$ cat config.mk
export PLATFORM = sky130hd
export DESIGN_NAME = alu_instr_sequencer
export DESIGN_NICKNAME = d
export VERILOG_FILES = /design/src/rtl/alu_instr_sequencer.sv
export SDC_FILE = /design/constraint.sdc
export NUM_CORES = 1
export LEC_CHECK = 0
export BUFFER_PORTS_ARGS = -buffer_cell sky130_fd_sc_hd__buf_2
export CAP_MARGIN = 10
export CORE_MARGIN = 2
export CORE_UTILIZATION = 43
export DETAILED_ROUTE_END_ITERATION = 12
export HOLD_SLACK_MARGIN = 0.06
export PLACE_DENSITY = 0.83
export SYNTH_ARGS = -nofsm -noshare
export SYNTH_HDL_FRONTEND = slang
export SYNTH_SLANG_ARGS = --single-unit
$ cat constraint.sdc
create_clock -name Clock -period 1.85 [get_ports Clock]
set_input_delay 0.37 -clock Clock [delete_from_list [all_inputs] [get_ports Clock]]
set_output_delay 0.37 -clock Clock [all_outputs]
set_load 0.1 [all_outputs]
$ cat src/rtl/alu_instr_sequencer.sv
// alu_instr_sequencer: hardwired fetch/execute sequencer for 3-register ALU instructions
// with Run/Instr_Done handshake, memory-ready timeout, illegal-opcode fault and instruction count.
module alu_instr_sequencer #(
   parameter int DATA_WIDTH     = 32,
   parameter int REG_ADDR_WIDTH = 4,
   parameter int CTRL_WIDTH     = 4,
   parameter int ALU_OP_MAX     = 11,
   parameter int MEM_TIMEOUT    = 15,
   parameter int COUNT_WIDTH    = 16
)(
   input  logic                      Clock,
   input  logic                      Reset,
   input  logic                      Run,
   input  logic                      Mem_Ready,
   input  logic [DATA_WIDTH-1:0]     IR_Word,
   output logic                      PC_Out,
   output logic                      ZLO_Out,
   output logic                      MDR_Out,
   output logic                      Reg_Out_En,
   output logic                      MAR_In,
   output logic                      PC_In,
   output logic                      MDR_In,
   output logic                      IR_In,
   output logic                      Y_In,
   output logic                      Z_In,
   output logic                      Reg_In_En,
   output logic                      IncPC,
   output logic                      Read,
   output logic [REG_ADDR_WIDTH-1:0] Reg_Out_Sel,
   output logic [REG_ADDR_WIDTH-1:0] Reg_In_Sel,
   output logic [CTRL_WIDTH-1:0]     CONTROL,
   output logic                      Instr_Done,
   output logic                      Fault,
   output logic [COUNT_WIDTH-1:0]    Instr_Count
);
   localparam int OPW   = 5;
   localparam int RA_LO = DATA_WIDTH - OPW - REG_ADDR_WIDTH;
   localparam int RB_LO = RA_LO - REG_ADDR_WIDTH;
   localparam int RC_LO = RB_LO - REG_ADDR_WIDTH;
   localparam int WW    = $clog2(MEM_TIMEOUT + 1);

   typedef enum logic [3:0] {IDLE, T0, T1, TM, T2, T3, T4, T5, FAULT} state_t;

   state_t state, next;
   logic [WW-1:0] wait_cnt;
   logic [OPW-1:0] opcode;
   logic [REG_ADDR_WIDTH-1:0] ra, rb, rc;
   logic illegal, ir_unused;

   assign opcode    = IR_Word[DATA_WIDTH-1 -: OPW];
   assign ra        = IR_Word[RA_LO +: REG_ADDR_WIDTH];
   assign rb        = IR_Word[RB_LO +: REG_ADDR_WIDTH];
   assign rc        = IR_Word[RC_LO +: REG_ADDR_WIDTH];
   assign illegal   = opcode > OPW'(ALU_OP_MAX);
   assign ir_unused = ^IR_Word[RC_LO-1:0];

   always_ff @(posedge Clock or posedge Reset) begin
      if (Reset) begin
         state       <= IDLE;
         wait_cnt    <= '0;
         Instr_Count <= '0;
      end else begin
         state       <= next;
         wait_cnt    <= (state == TM && !Mem_Ready) ? wait_cnt + WW'(1) : '0;
         Instr_Count <= (state == T5) ? Instr_Count + COUNT_WIDTH'(1) : Instr_Count;
      end
   end

   // Wait counter holds the number of already-elapsed TM cycles, so the last allowed one is MEM_TIMEOUT-1.
   always_comb begin
      next        = state;
      PC_Out      = 1'b0;
      ZLO_Out     = 1'b0;
      MDR_Out     = 1'b0;
      Reg_Out_En  = 1'b0;
      MAR_In      = 1'b0;
      PC_In       = 1'b0;
      MDR_In      = 1'b0;
      IR_In       = 1'b0;
      Y_In        = 1'b0;
      Z_In        = 1'b0;
      Reg_In_En   = 1'b0;
      IncPC       = 1'b0;
      Read        = 1'b0;
      Reg_Out_Sel = '0;
      Reg_In_Sel  = '0;
      CONTROL     = '0;
      Instr_Done  = 1'b0;
      Fault       = 1'b0;
      case (state)
         IDLE: next = Run ? T0 : IDLE;
         T0: begin
            PC_Out = 1'b1;
            MAR_In = 1'b1;
            IncPC  = 1'b1;
            Z_In   = 1'b1;
            next   = T1;
         end
         T1: begin
            ZLO_Out = 1'b1;
            PC_In   = 1'b1;
            next    = TM;
         end
         TM: begin
            Read   = 1'b1;
            MDR_In = Mem_Ready;
            next   = Mem_Ready ? T2 : (wait_cnt == WW'(MEM_TIMEOUT - 1)) ? FAULT : TM;
         end
         T2: begin
            MDR_Out = 1'b1;
            IR_In   = 1'b1;
            next    = T3;
         end
         T3: begin
            Reg_Out_En  = !illegal;
            Reg_Out_Sel = illegal ? '0 : rb;
            Y_In        = !illegal;
            next        = illegal ? FAULT : T4;
         end
         T4: begin
            Reg_Out_En  = 1'b1;
            Reg_Out_Sel = rc;
            CONTROL     = opcode[CTRL_WIDTH-1:0];
            Z_In        = 1'b1;
            next        = T5;
         end
         T5: begin
            ZLO_Out    = 1'b1;
            Reg_In_En  = 1'b1;
            Reg_In_Sel = ra;
            Instr_Done = 1'b1;
            next       = Run ? T0 : IDLE;
         end
         FAULT: Fault = 1'b1;
         default: next = IDLE;
      endcase
   end
endmodule
# ---- After elaboration in Yosys (flattened, before gate mapping)
# Index checks and enable logic that the tools add are counted.
dict set report word_totals {
  register_bits 24
  in_bits 36
  out_inout_bits 43
  wordCells 43
}
dict set report classes {
  addsub 2
  order_cmp 1
  n_eq_ne 9
  muxes 21
  n_reduce_logical 7
}
# cell count
set op_table {}
lappend op_table {{case mux 4 bit (8 select lines)} 1}
lappend op_table {{two-way mux 4 bit} 7}
lappend op_table {{adder 16 x 1 -> 16 bit, second input constant} 1}
lappend op_table {{equality test 4 x 3 -> 1 bit, second input constant} 4}
lappend op_table {{two-way mux 1 bit} 11}
lappend op_table {{equality test 4 x 2 -> 1 bit, second input constant} 2}
lappend op_table {{equality test 4 bit, second input constant} 2}
lappend op_table {{case mux 4 bit (2 select lines)} 1}
lappend op_table {{OR reduction 2 bit} 3}
lappend op_table {{greater-than comparator 5 x 4 -> 1 bit, second input constant} 1}
lappend op_table {{adder 4 x 1 -> 4 bit, second input constant} 1}
lappend op_table {{equality test 4 x 1 -> 1 bit, second input constant} 1}
lappend op_table {{logical NOT 4 bit} 1}
lappend op_table {{logical NOT 1 bit} 2}
lappend op_table {{case mux 1 bit (2 select lines)} 1}
lappend op_table {{logical AND 1 bit} 1}

# ---- Depth between registers and ports, before layout
# Gate-level depths: netlist of the first run.
dict set report depth {
  word_depth 4
  ltp_mapped 5
  depth_no_buf 5
}

# ---- Worst setup path after synthesis of the first run
# No wires, ideal clock.
dict set report synth_path {
  path_kind {register -> output}
  from {register state[1]}
  to {output ZLO_Out}
  arrival_ns 4.564
  t_required_ns 1.480
  setup_slack_ns -3.084
  stages_incl_launch_ff 4
  n_path_buf 1
  cell_sequence {dfrtp_1 > buf_2 > nor4b_1 > or2_2}
}
dict set report synth_between {
  elab_chain_len 3
  word_cells_on_any_way 4
  cone_classes {2 x eq/ne; 1 x mux; 1 x reduce/logical}
}
# element line
set synth_rtl {}
lappend synth_rtl {{start: declaration} 44} ;# state_t state, next;
lappend synth_rtl {{start signal: assignment} 63} ;# state <= next;
lappend synth_rtl {{equality test 4 x 3 -> 1 bit or equality test 4 x 2 -> 1 bit (tied branches)} 90} ;# case (state)
lappend synth_rtl {{OR reduction 2 bit (no line) (*)} -}
lappend synth_rtl {{two-way mux 1 bit (*)} 90}
lappend synth_rtl {{end: declaration} 17} ;# output logic ZLO_Out,
# Mark *: on every way between the ends. The rest lies on a longest branch, timed or not.

# ---- Worst setup path in the final report of the first run
dict set report layout_path {
  from {register state[1]}
  to {output Reg_Out_Sel[0]}
}
dict set report layout_between {
  elab_chain_len 2
  word_cells_on_any_way 3
  cone_classes {2 x eq/ne; 1 x mux}
}
# element line
set layout_rtl {}
lappend layout_rtl {{equality test 4 x 3 -> 1 bit} 90}
lappend layout_rtl {{case mux 4 bit (2 select lines) (*)} 90}
lappend layout_rtl {{end: declaration} 29} ;# output logic [REG_ADDR_WIDTH-1:0] Reg_Out_Sel,
# Marks and branches as above.

==> results of run 1 <==
## cells in the final DEF (no fill, tap or decap), types with 4 or more instances in the layout
cell type,Yosys,routed
buf_2,4,36
buf_12,0,29
buf_4,4,14
dfrtp_2,0,12
dfrtp_1,24,12
buf_6,0,12
xor2_1,11,11
nor2_1,10,9
and2_4,0,9
nand3_1,7,7
nand2_1,10,7
xnor2_1,6,6
nor3_4,0,5
inv_1,5,5
a22o_4,0,4
## layer usage
layer | global-route usage [%] | vias to the layer above | wire, um
met3 | 4.55 | 22 | 358
met4 | 6.67 | 0 | 235
met5 | 0 | - | 0
met1 | 36.6 | 722 | 1940
met2 | 54.2 | 96 | 2890
li1 | - | 645 | -
## registers in the layout, summed over array words and instances, names as in the netlist
signal	flops
Instr_Count	16
wait_cnt	4
state	4
## per-stage QoR
step           TNS, ps  worst slack [ps]  hold WS [ps]
3_5_place_dp      -105             -27.0           418
4_1_cts          -2330              -141          75.1
3_3_place_gp         0              2.14           423
2_1_floorplan    -9330              -599           384
5_1_grt          -4390              -214          86.8
6_report         -2810              -153          61.7
## final cells by class
type / instances / share of cell area, %
tap: 44 / 2.09
clock buffer: 4 / 1.38
multi-input combinational: 100 / 33.9
timing repair buffer: 92 / 38.6
sequential: 24 / 23.4
inverter: 5 / 0.712
## tightest hold or removal path: stages
cell   delay [ps]
buf_2          90
inv_1          40
buf_4         290
## repair_timing
item / in CTS / in global routing
setup buffers: 12 / 5
pin swaps: 16 / 6
endpoints found under the setup margin: 27 / 27
resized for setup: 27 / 12
hold buffers: 0 / 0
hold endpoints to repair: 0 / 0
cloned: 1 / 0
## power breakdown
| group | total (mW) | internal, mW | switching [mW] |
|---|---|---|---|
| sequential | 0.755 | 0.603 | 0.152 |
| clock | 0.272 | 0.120 | 0.152 |
| combinational | 3.07 | 1.18 | 1.89 |
| total | 4.10 | 1.91 | 2.19 |
## how the worst max path moves through the flow
stage               cells past startpoint  slack, ps        endpoint
global placement                        5          2  Reg_Out_Sel[2]
detailed placement                      5        -30  Reg_Out_Sel[0]
global route                            5       -210          MDR_In
CTS                                     6       -140      CONTROL[3]
floorplan                               4       -600      Reg_Out_En
finish                                  5       -150  Reg_Out_Sel[0]
## kinds of logic (layout without fill, tap and decap cells)
family                   after synthesis  count (layout)  synth area share [%]
multiplexers                           1               1                 0.826
AO/OA/AOI/OAI                         13              13                  6.61
XOR/XNOR                              17              17                  10.9
AND/OR/NAND/NOR                       66              66                  29.5
adder cells (fa/ha/maj)                3               3                  2.76
flip-flops                            24              24                  44.1
buffers and inverters                 14             101                  5.33
==> metrics.cfg, run 1 <==
[placed_design]
dp.cells = 247
dpl-instance-area_mm2 = 0.00230
io_buffers = 63
place.gp.congestion = 0.871
dp_hpwl_mm = 2.87

[route]
drtPass1Iterations = 4
routed_via_density = 5.52
drc = 0
routed_wl_mm = 5.42
first_iter_violations = 85
post_drt_wl_per_cell_um = 20.2
antenna_left = 0
vias = 1485

[min_path]
hp-class = in2async

[yosys]
synth.largest_area_cell = dfrtp_1
synth_top_area_share_pct = 44.1
syn-num-nets = 177
syn-instance-count = 138
ys_ff_latch = 24
synthDistinctLibCells = 36
synth.avg_cell_area_um2 = 9.87
synth_seq_area_share_pct = 44.1
netlist_area_mm2 = 0.00136
synth_warnings = 0
synth_common_cells = dfrtp_1 (24), xor2_1 (11), and2_1 (10), nand2_1 (10), nor2_1 (10)
synth_most_common_cell = dfrtp_1
synthTopCellsByArea = dfrtp_1 (44%), xor2_1 (7.1%), and2_1 (4.6%)
synth_edf_count = 0
ys.flop_type = dfrtp_1
async_flop_share_pct = 100

[final_layout]
fin_util_pct = 87.0
diodes = 0
drive_gt1_share_pct = 65.3
syn_to_final_growth_pct = 93.4
nFillCells = 115
regArea_um2 = 616
multiInputGateArea_um2 = 893
nNetsFinal = 265
finalInstanceArea_mm2 = 0.00264
finalNonFillerCells = 269

[clocking]
cts_tree = built
cts.path.max_buffers = 2
numClockSinks = 24
cts-root-buf = clkbuf_4
cts_made_buffers = 3
insertion_delay_ps = 320
ctsHtreeMaxLevel = 1
clkTransAtPathRegs_ps = 140

[die]
coreArea_mm2 = 0.00303
fp.dieW_um = 60.3
die_h_um = 60.3
die_area_mm2 = 0.00363
row_count = 20
ioPinCount = 79
initial_core_util_pct = 45.0

[power]
cellPowerDensity_mw_per_mm2 = 1550
p_total_mw = 4.10
ir_worst_vdd_v = 0.00156
p_leak_nw = 1.28

[setup_path]
critical-path-max-stage-delay_ps = 470
crit_fanout = 7
path_class = reg2out
startpoint = state[1]
cp.arrival_ps = 1630
r2r_end = Instr_Count[14]
worst-path-buf-inv = 2
reg2reg_from = state[0]
ff2ff_path_depth = 5
regToRegSetupSlack_ps = 90
cp-end-kind = output pin
critPathSlowestCell = dfrtp_2
crit_path_frequent_cell = buf_12
critPathRequiredTime_ps = 1480
critical-path-top-delay-family = flip-flops
path_cells = nand2b_4 > nor3_4 > buf_12 > a22o_4 > buf_12
startpoint_type = flop

[sta]
rsz0062_at_grt = true
worstMarginPinSlew_ps = 510
fin_crit_sh_pct = 108
hold_viol = 0
maxSlewViolCount = 0
fmax_mhz = 499
layout_min_cycle_time_ps = 2000
fin_skew_ps = 17.8
setup_viol_count_final = 27
setup_ws_ps = -153
slew_headroom_pct = 66.2

[grt]
grt_usage_pct = 29.8
grt_max_degree = 25
antenna_found_initial = 0
grt_pass1_vias = 1483
grt_pass1_wl_mm = 7.82
grt_remaining_overflow = 0

[status]
outcome = complete, but fails checks
violations = negative setup slack

[flow_run]
maxCapViolations = 0

(Power assumes the default switching activity.)
==> run 2: changes to the inputs <==
CELL_PAD_IN_SITES_DETAIL_PLACEMENT = 1   (was not set)
CELL_PAD_IN_SITES_GLOBAL_PLACEMENT = 1   (was not set)
CORE_UTILIZATION = 31   (was 43)
CTS_CLUSTER_SIZE = 16   (was not set)
TNS_END_PERCENT = 5   (was not set)
==> metrics.cfg, run 2 (synthesis results as in run 1) <==
[clocking]
ctsHtreeMaxLevel = 1  ; unchanged
cts.path.max_buffers = 2  ; unchanged
insertion_delay_ps = 270  ; -50 ps
cts-root-buf = clkbuf_8
numClockSinks = 24  ; unchanged
cts_tree = built
clkTransAtPathRegs_ps = 90  ; -50 ps
cts_made_buffers = 3  ; unchanged

[setup_path]
critPathSlowestCell = dfrtp_1
path_class = reg2out
regToRegSetupSlack_ps = -60  ; -150 ps
cp-end-kind = output pin
critical-path-max-stage-delay_ps = 440  ; -30 ps
startpoint_type = flop
path_cells = buf_4 > buf_4 > nor3_4 > buf_12
cp.arrival_ps = 1580  ; -50 ps
crit_fanout = 4  ; -3
crit_path_frequent_cell = buf_4
critPathRequiredTime_ps = 1480  ; about the same

[placed_design]
io_buffers = 63  ; unchanged
dp_hpwl_mm = 3.36  ; +17%
dpl-instance-area_mm2 = 0.00234  ; +1.5%
place.gp.congestion = 0.823  ; -5.6%
dp.cells = 259  ; +4.9%

[status]
outcome = complete, but fails checks
violations = negative setup slack

[power]
swShare_pct = 53.2  ; -0.21 points
ir_worst_vdd_v = 0.00101  ; -36%
cellPowerDensity_mw_per_mm2 = 1590  ; +1.9%
p_switching_mw = 2.16  ; -1.3%
pwr-share-seq_pct = 17.8  ; -0.6 points
intPower_mw = 1.90  ; -0.47%
p_leak_nw = 1.27  ; -0.63%
combPwrFrac_pct = 73.4  ; -1.5 points
clkPwrFrac_pct = 8.8  ; +2.2 points
p_total_mw = 4.06  ; -0.91%

[sta]
holdWs_ps = 124  ; +62.8 ps
maxSlewViolCount = 0  ; unchanged
worstMarginPinSlew_ps = 500  ; -9.83 ps
fin_skew_ps = 5.44  ; -12.4 ps
slew_headroom_pct = 66.9  ; +0.65 points
hold_viol = 0  ; unchanged
layout_min_cycle_time_ps = 1950  ; -52.1 ps
fmax_mhz = 513  ; +2.7%
fin_crit_sh_pct = 105  ; -2.8 points
rsz0062_at_grt = true
setup_viol_count_final = 27  ; unchanged
setup_ws_ps = -100  ; +52.1 ps

[final_layout]
multiInputGateArea_um2 = 861  ; -3.6%
finalInstanceArea_mm2 = 0.00256  ; -2.8%
largest_reg_flops = 16  ; unchanged
finalNonFillerCells = 274  ; +1.9%
mostFrequentLayoutCells = buf_2 (36), buf_12 (28), dfrtp_1 (22)
regArea_um2 = 603  ; -2.0%
diodes = 0  ; unchanged
nNetsFinal = 262  ; -1.1%
final_common_cell = buf_2
largestRegisters = Instr_Count: 16 flops, state: 4 flops, wait_cnt: 4 flops
regMostFlops = Instr_Count
syn_to_final_growth_pct = 88.0
drive_gt1_share_pct = 58.1  ; -7.2 points
nFillCells = 448  ; +290%

[route]
routed_via_density = 5.14  ; -7.0%
vias = 1407  ; -5.3%
drc = 0  ; unchanged
first_iter_violations = 72  ; -15%
antenna_left = 0  ; unchanged
post_drt_wl_per_cell_um = 18.6  ; -7.6%
routed_wl_mm = 5.10  ; -5.9%
drtPass1Iterations = 4  ; unchanged

[flow_run]
maxCapViolations = 0  ; unchanged

[die]
row_count = 24  ; +20%
die_area_mm2 = 0.00494  ; +36%
fp.dieW_um = 70.3  ; +17%
coreArea_mm2 = 0.00429  ; +42%
ioPinCount = 79  ; unchanged
initial_core_util_pct = 31.7  ; -13 points
die_h_um = 70.3  ; +17%

[grt]
grt_pass1_wl_mm = 8.02  ; +2.6%
grt_remaining_overflow = 0  ; unchanged
antenna_found_initial = 0  ; unchanged
grt_pass1_vias = 1536  ; +3.6%
grt_usage_pct = 20.5  ; -9.2 points
grt_max_degree = 25  ; unchanged

[min_path]
hp-class = in2async

## run 2: per-layer routing
layer / up-vias / routed length (um) / GRT usage (%)
met5: - / 0 / 0
met4: 0 / 118 / 4.70
met3: 12 / 302 / 4.91
met2: 58 / 2700 / 36.8
met1: 699 / 1990 / 24.6
li1: 638 / - / -
## run 2: what timing repair did
action,in CTS,in global routing
endpoints found under the setup margin,22,27
gates resized for setup,24,4
setup buffers,6,4
gates cloned,1,0
hold buffers,0,0
pin swaps,12,5
## run 2: final cells by class
cell class,instances,share of cell area (%)
repair buffers,89,37.4
multi-input cells,100,33.6
flip-flops and latches,24,23.5
well taps,52,2.54
clock buffers,4,2.15
inverters,5,0.733
## run 2: power groups by stage
stage | Sequential [mW] | Clock [mW] | Combinational (mW)
6_report | 0.723 | 0.357 | 2.98
5_1_grt | 0.731 | 0.386 | 3.08
4_1_cts | 0.721 | 0.372 | 2.84
3_5_place_dp | 0.711 | 0 | 2.63
3_3_place_gp | 0.699 | 0 | 2.58
2_1_floorplan | 0.858 | 0 | 1.60
## run 2: stage by stage
stage | TNS (ps) | setup WS (ps) | util, %
after detailed placement | 0 | 52.8 | 54.5
after global routing | -3380 | -154 | 59.6
final | -2070 | -100 | 59.6
after global placement | 0 | 107 | 54.5
after CTS | -1710 | -97.3 | 58.6
after floorplan | -12870 | -617 | -
## run 2: critical path, delay by kind of cell (launching register included)
family	cells	cell delay [ps]
and+or+nand+nor	1	360
buffers and inverters	3	520
DFF	1	440
## run 2: path summary, 6_finish.rpt
check | startpoint | to | cells past startpoint
max | state[1] | MAR_In | 4
min | Reset | wait_cnt[1] | 3
max reg2reg | state[1] | state[1] | 7
min reg2reg | Instr_Count[15] | Instr_Count[15] | 1
max in group asynchronous | Reset | state[2] | 3
min in group Clock | Mem_Ready | state[2] | 3
